## src/rtl/kamus_pkg.sv

```systemverilog
// Shared types and constants for the kamus IF/ID boundary.
// Holds the fetch entry bundle and the canonical NOP encoding.
package kamus_pkg;

    localparam logic [31:0] KAMUS_NOP = 32'h0000_0013;

    typedef struct packed {
        logic [31:0] instr;
        logic [31:0] pc;
        logic [31:0] next_pc;
    } if_id_entry_t;

endpackage

```

## src/rtl/kamus_if_id_buf.sv

```systemverilog
// Registered IF-to-ID entry FIFO with flush and an empty-NOP head.
// Optional KAMUS_IFID_FULL_PUSH_EN lets a full buffer accept a push during a pop.
module kamus_if_id_buf
    import kamus_pkg::*;
#(
    parameter int unsigned DEPTH     = 2,
    parameter logic [31:0] NOP_INSTR = KAMUS_NOP
) (
    input  logic                       clk_i,
    input  logic                       rst_ni,
    input  logic                       flush_i,
    input  logic                       if_valid_i,
    output logic                       if_ready_o,
    input  logic [31:0]                if_instr_i,
    input  logic [31:0]                if_pc_i,
    input  logic [31:0]                if_next_pc_i,
    output logic                       id_valid_o,
    input  logic                       id_ready_i,
    output logic [31:0]                id_instr_o,
    output logic [31:0]                id_pc_o,
    output logic [31:0]                id_next_pc_o,
    output logic                       id_illegal_o,
    output logic [$clog2(DEPTH+1)-1:0] occupancy_o
);

    localparam int unsigned PW = $clog2(DEPTH);
    localparam int unsigned CW = $clog2(DEPTH + 1);
    localparam logic [CW-1:0] FULL_CNT = CW'(DEPTH);

    if_id_entry_t  mem [DEPTH];
    if_id_entry_t  head;
    if_id_entry_t  wr_entry;
    logic [PW-1:0] wr_ptr;
    logic [PW-1:0] rd_ptr;
    logic [CW-1:0] count;
    logic          full;
    logic          empty;
    logic          push;
    logic          pop;

    assign full  = (count == FULL_CNT);
    assign empty = (count == '0);

`ifdef KAMUS_IFID_FULL_PUSH_EN
    assign if_ready_o = !full || id_ready_i;
`else
    assign if_ready_o = !full;
`endif

    // Flush wins over both handshakes.
    assign push = if_valid_i && if_ready_o && !flush_i;
    assign pop  = !empty && id_ready_i && !flush_i;

    assign wr_entry.instr   = if_instr_i;
    assign wr_entry.pc      = if_pc_i;
    assign wr_entry.next_pc = if_next_pc_i;

    always_ff @(posedge clk_i or negedge rst_ni) begin
        if (!rst_ni) begin
            wr_ptr <= '0;
            rd_ptr <= '0;
            count  <= '0;
        end else if (flush_i) begin
            wr_ptr <= '0;
            rd_ptr <= '0;
            count  <= '0;
        end else begin
            if (push) begin
                wr_ptr <= wr_ptr + PW'(1);
            end
            if (pop) begin
                rd_ptr <= rd_ptr + PW'(1);
            end
            case ({push, pop})
                2'b10:   count <= count + CW'(1);
                2'b01:   count <= count - CW'(1);
                default: count <= count;
            endcase
        end
    end

    // Payload storage carries no reset; validity lives in count.
    always_ff @(posedge clk_i) begin
        if (push) begin
            mem[wr_ptr] <= wr_entry;
        end
    end

    assign head = mem[rd_ptr];

    assign id_valid_o   = !empty;
    assign id_instr_o   = empty ? NOP_INSTR : head.instr;
    assign id_pc_o      = empty ? 32'h0 : head.pc;
    assign id_next_pc_o = empty ? 32'h0 : head.next_pc;
    assign id_illegal_o = !empty && (head.instr[1:0] != 2'b11);
    assign occupancy_o  = count;

endmodule

```

## config.mk

```make
export PLATFORM = sky130hd
export DESIGN_NAME = kamus_if_id_buf
export DESIGN_NICKNAME = d
export VERILOG_FILES = /design/src/rtl/kamus_pkg.sv /design/src/rtl/kamus_if_id_buf.sv
export SDC_FILE = /design/constraint.sdc
export NUM_CORES = 1
export LEC_CHECK = 0
export BUFFER_PORTS_ARGS = -buffer_cell sky130_fd_sc_hd__buf_2
export CAP_MARGIN = 15
export CORE_AREA = 2 2 161 163
export DETAILED_ROUTE_END_ITERATION = 6
export DIE_AREA = 0 0 163 165
export GPL_TIMING_DRIVEN = 0
export HOLD_SLACK_MARGIN = 0.05
export RECOVER_POWER = 25
export SYNTH_ARGS = -nofsm -noshare
export SYNTH_HDL_FRONTEND = slang
export SYNTH_SLANG_ARGS = --single-unit
```

## constraint.sdc

```tcl
create_clock -name clk_i -period 16.8 [get_ports clk_i]
set_input_delay 0.84 -clock clk_i [delete_from_list [all_inputs] [get_ports clk_i]]
set_output_delay 0.84 -clock clk_i [all_outputs]
set_load 0.05 [all_outputs]
```

Word level (Yosys, flattened, before mapping)
Memories as Yosys holds them, arrays and structs flattened.
Index checks and enable logic that the tools add are counted.
- register bits: 4
- memory bits (writable): 192
- input port bits: 101
- output and inout bits: 101
- logic and storage cells: 35
- memories kept: 1
- add/sub/neg operators: 4
- equality and inequality tests: 4
- mux-type cells: 11
- reduce and logical (&&, ||, !) cells: 12
- memories (memory ; depth ; bits a word ; read ports ; clocked after memory_dff ; wr ports ; line ; source):
    mem ; 2 ; 96 ; 1 ; 0 ; 1 ; kamus_if_id_buf.sv:30 ; if_id_entry_t mem [DEPTH];
- operator list (cell ; number):
    32-bit two-way mux ; 3
    1-bit two-way mux ; 6
    1-bit logical AND ; 5
    2-bit == test (second input constant) ; 2
    2-bit one-hot mux with 2 select lines ; 1
    2-bit nonzero test ; 2
    1-bit zero test ; 3
    3-bit nonzero test ; 1
    1-bit adder (second input constant) ; 2
    2-bit by 1-bit adder with 2-bit output (second input constant) ; 1
    2-bit by 1-bit == test with 1-bit output (second input constant) ; 1
    2-bit zero test ; 1
    2-bit two-way mux ; 1
    2-bit inequality test (second input constant) ; 1
    2-bit by 1-bit subtractor with 2-bit output (second input constant) ; 1

Logic depth before layout (Yosys ltp)
- depth in word-level cells: 7
- depth in mapped cells: 5
- gate-level depth less buffers: 4

Least setup slack after synthesis
OpenSTA, ideal clock, no wires.
- path kind: flip-flop to flip-flop
- start: reg count[1], in the netlist occupancy_o[1]
- end: mem mem[1][0] in the netlist's numbering (enable)
- library setup time: 688 ps
- data arrival time: 8365 ps
- data required time: 16112 ps
- path slack: 7747 ps
- stages on the path, launching flop included: 5
- path buffers: 0
- clock period less this slack: 9053 ps
- path through: dfrtp_1 nor2b_1 inv_1 nand2_1 nor3b_1
- cells in the longest elaborated chain, start to end: 6
- ends and longest elaborated chain (what ; line ; source):
    start, declared ; kamus_if_id_buf.sv:35 ; logic [CW-1:0] count;
    start signal, assigned ; kamus_if_id_buf.sv:75 ; 2'b10: count <= count + CW'(1);
    start signal, assigned ; kamus_if_id_buf.sv:76 ; 2'b01: count <= count - CW'(1);
    start signal, assigned ; kamus_if_id_buf.sv:77 ; default: count <= count;
    2-bit == test ; kamus_if_id_buf.sv:41 ; assign full = (count == FULL_CNT);
    1-bit zero test ; kamus_if_id_buf.sv:47 ; assign if_ready_o = !full;
    net if_ready_o ; kamus_if_id_buf.sv:13 ; output logic if_ready_o,
    1-bit logical AND (2 in a row) ; kamus_if_id_buf.sv:51 ; assign push = if_valid_i && if_ready_o && !flush_i;
    1-bit two-way mux ; kamus_if_id_buf.sv:84 ; if (push) begin
    1-bit two-way mux (not written as such) ; kamus_if_id_buf.sv:85 ; mem[wr_ptr] <= wr_entry;
    end, declared ; kamus_if_id_buf.sv:30 ;
The timed path passes the listed nets, and every way through them passes these cells.

Worst setup path in the final report
- start: reg count[1], in the netlist occupancy_o[1]
- end: out id_pc_o[11]
- cells in the longest elaborated chain, start to end: 2
- ends and longest elaborated chain (what ; line ; source):
    2-bit zero test ; kamus_if_id_buf.sv:42 ; assign empty = (count == '0);
    32-bit two-way mux ; kamus_if_id_buf.sv:93 ; assign id_pc_o = empty ? 32'h0 : head.pc;
    end, declared ; kamus_if_id_buf.sv:20 ; output logic [31:0] id_pc_o,
Every way passes these cells.

==> out/metrics.csv <==
stage,metric,value,unit
synthesis,#FFs+latches synth,196,
global_route,global-route wire length before repair,23500,µm
global_route,initial antenna violation count,2,
routing,vias post-DR,4359,
placement,Port Buffers,201,
critical_path,"critical path fanouts, max",10,
power_and_ir_drop,Leak,3.68,nW
sta,Slew headroom,0.444,
critical_path,reg2reg path depth,7,
routing,vias per cell,4.28,
routing,Routed WL,15800,µm
sta,Fin Setup TNS,0,ps
placement,Post-Place Cells,985,
routing,DR pass1 iterations,4,
worst_hold_path,Hold Path Class,input port to async pin,
floorplanning,row count,58,
sta,final worst slack,13850,ps
routing,Final ANT Viol Nets,0,
clock_network,Post-CTS Setup Bufs,0,
critical_path,r2r startpoint,occupancy_o[1],
placement,Setup Slack @ Placement,14130,ps
clock_network,CTS H-tree depth,4,
critical_path,CP arrival,2110,ps
power_and_ir_drop,Max VDD drop,0.0000534,V
critical_path,Setup crit start,occupancy_o[1],
synthesis,Unique masters post-synth,25,
synthesis,number of synthesized flops with an enable pin,192,
clock_network,CTS tree,built,
sta,final hold violations,0,
sta,Pins Over Slew Limit,0,
critical_path,crit path buf inv count,3,
critical_path,crit path cell chain,nor2_2 -> buf_2 -> buf_4 -> nor2_1 -> buf_2,
clock_network,cell at the root of the clock tree,clkbuf_16,
clock_network,clock sinks,196,
synthesis,synth top area cells,"edfxtp_1 77%, mux2i_1 13%, nor2_1 4.7%",
clock_network,total CTS buffers,17,
clock_network,clock slew at reported path FFs,70,ps
synthesis,Post-Syn Area per Cell,17.2,µm²
synthesis,Most used DFF post-synth,edfxtp_1,
clock_network,CTS resizes,0,
critical_path,CP most frequent cell,buf_2,
critical_path,Worst R2R End,mem[1][31],
run_status,status,"finished, final reports clean",
finish,fin util,0.390,
global_route,largest net degree at the start of global routing,18,
synthesis,Synth async-reset ratio,0.0204,
routing,initial DRC count,195,
synthesis,post-synthesis cell area,7480,µm²
power_and_ir_drop,total power divided by cell area,120,nW/µm²
critical_path,highest cell delay on the worst timing path,460,ps
sta,Slew @ Worst Pin,830,ps
sta,final worst path period need,2950,ps
synthesis,Yosys top cell by area,edfxtp_1,
synthesis,Syn Nets,535,
synthesis,YS warnings,0,
global_route,vias in the first global route,4279,
finish,Layout area overhead,30.5,%
finish,Layout Cells excl Fill,1018,
power_and_ir_drop,Tot Pwr,0.00118,W
critical_path,CP Capture Type,primary output,
synthesis,sequential-to-total area share from yosys stat,0.784,
global_route,GRT Total Usage,0.117,
routing,DRC viols,0,
floorplanning,Chip Height,165,µm
sta,RSZ-0062 raised after global routing,no,
sta,Worst Clk Skew,12.5,ps
floorplanning,initial core utilization,0.299,
critical_path,Crit Path Class,flip-flop to primary output,
sta,FMAX,0.339,GHz
synthesis,Synth top area share,0.771,
critical_path,Critical path destination,id_pc_o[11],
finish,fraction of layout cells with a size suffix above 1,0.376,
floorplanning,die width,163,µm
sta,final setup fails,0,
critical_path,Crit path depth,5,
flow_run,max cap viols,0,
synthesis,Mapped Cells,434,
critical_path,WP data required,15960,ps
floorplanning,io pins,202,
placement,routability cong.,0.665,
critical_path,R2R setup slack,14400,ps
finish,nets,775,
critical_path,CP top delay family,buffers and inverters,
clock_network,count of hold-fix buffers inserted at cts,0,
routing,post-DR wirelength/cell,15.5,µm
critical_path,Worst path slowest cell,dfrtp_1,
clock_network,clk_lat worst skew,420,ps
floorplanning,total die area,26900,µm²
floorplanning,core area,25000,µm²
critical_path,Startpoint Class,flip-flop,
placement,HPWL Detailed,11300,µm
clock_network,CTS Buffer Depth,2,
finish,most frequent cells in the layout,"192 x edfxtp_1, 191 x buf_2, 96 x mux2i_1",
global_route,gr ovfl total,0,
finish,"most common cell after layout, fill and taps aside",edfxtp_1,
sta,Tcrit/Tclk final,0.176,
-- registers in the layout (all words and copies together), names as in the netlist --
name,count
rd_ptr,1
occupancy_o,2
mem,192
wr_ptr,1
-- logic make-up after synthesis --
group,count (synthesis),synth area share
xor gates and xnor gates,1,0.00117
DFF,196,0.784
AOI/OAI and AO/OA,10,0.00820
muxes,96,0.128
and+or+nand+nor,107,0.0574
buffers and inverters,24,0.0207
-- layout make-up --
class                   count  area (µm²)
inverters                   3        11.3
clock buffers              18         429
flip-flops and latches    196        5870
fillers                  2405       15300
multi-input cells         214        1470
well taps                 330         413
plain buffers              21         144
clock inverters            14         200
diodes                      1        2.50
repair buffers            221        1220
-- power breakdown --
group / leakage, nW / total, W / internal [W] / switching [W]
Sequential: 1.82 / 0.000560 / 0.000556 / 0.00000409
Clock: 0.298 / 0.000438 / 0.000252 / 0.000185
Combinational: 1.56 / 0.000177 / 0.0000505 / 0.000127
Total: 3.68 / 0.00118 / 0.000859 / 0.000316
-- metal layers --
layer,share of wire,routed length [µm],global-route usage,vias up
met5,0.00082,13,0,-
met4,0.0090,142,0.0362,2
met3,0.080,1260,0.0404,12
met2,0.47,7430,0.187,155
met1,0.44,6940,0.150,2093
li1,-,-,-,2097
-- cells in the mapped netlist, types with 2 or more instances --
| library cell | number |
|---|---|
| edfxtp_1 | 192 |
| mux2i_1 | 96 |
| nor2_1 | 94 |
| buf_4 | 10 |
| a21oi_1 | 4 |
| buf_2 | 4 |
| clkbuf_1 | 4 |
| dfrtp_1 | 4 |
| buf_6 | 3 |
| inv_1 | 3 |
| nand2_1 | 3 |
| nor2b_1 | 2 |
| nor3b_1 | 2 |
| o21ai_0 | 2 |
-- how the worst min path moves through the flow --
stage               slack (ps)        endpoint  cells past startpoint   start
floorplan                  530          wr_ptr                      2  wr_ptr
global placement           560          wr_ptr                      2  wr_ptr
detailed placement         590          wr_ptr                      2  wr_ptr
CTS                        190  occupancy_o[0]                      1  rst_ni
global route               230  occupancy_o[0]                      1  rst_ni
finish                     250  occupancy_o[0]                      1  rst_ni
-- per-stage QoR --
stage | area (µm²) | hold slack (ps)
finish | 9760 | 250
global route | 9760 | 235
CTS | 9780 | 186
detailed placement | 9150 | 592
global placement | 8900 | 558
floorplan | 7480 | 529
Power figures use the tool's default switching activity.
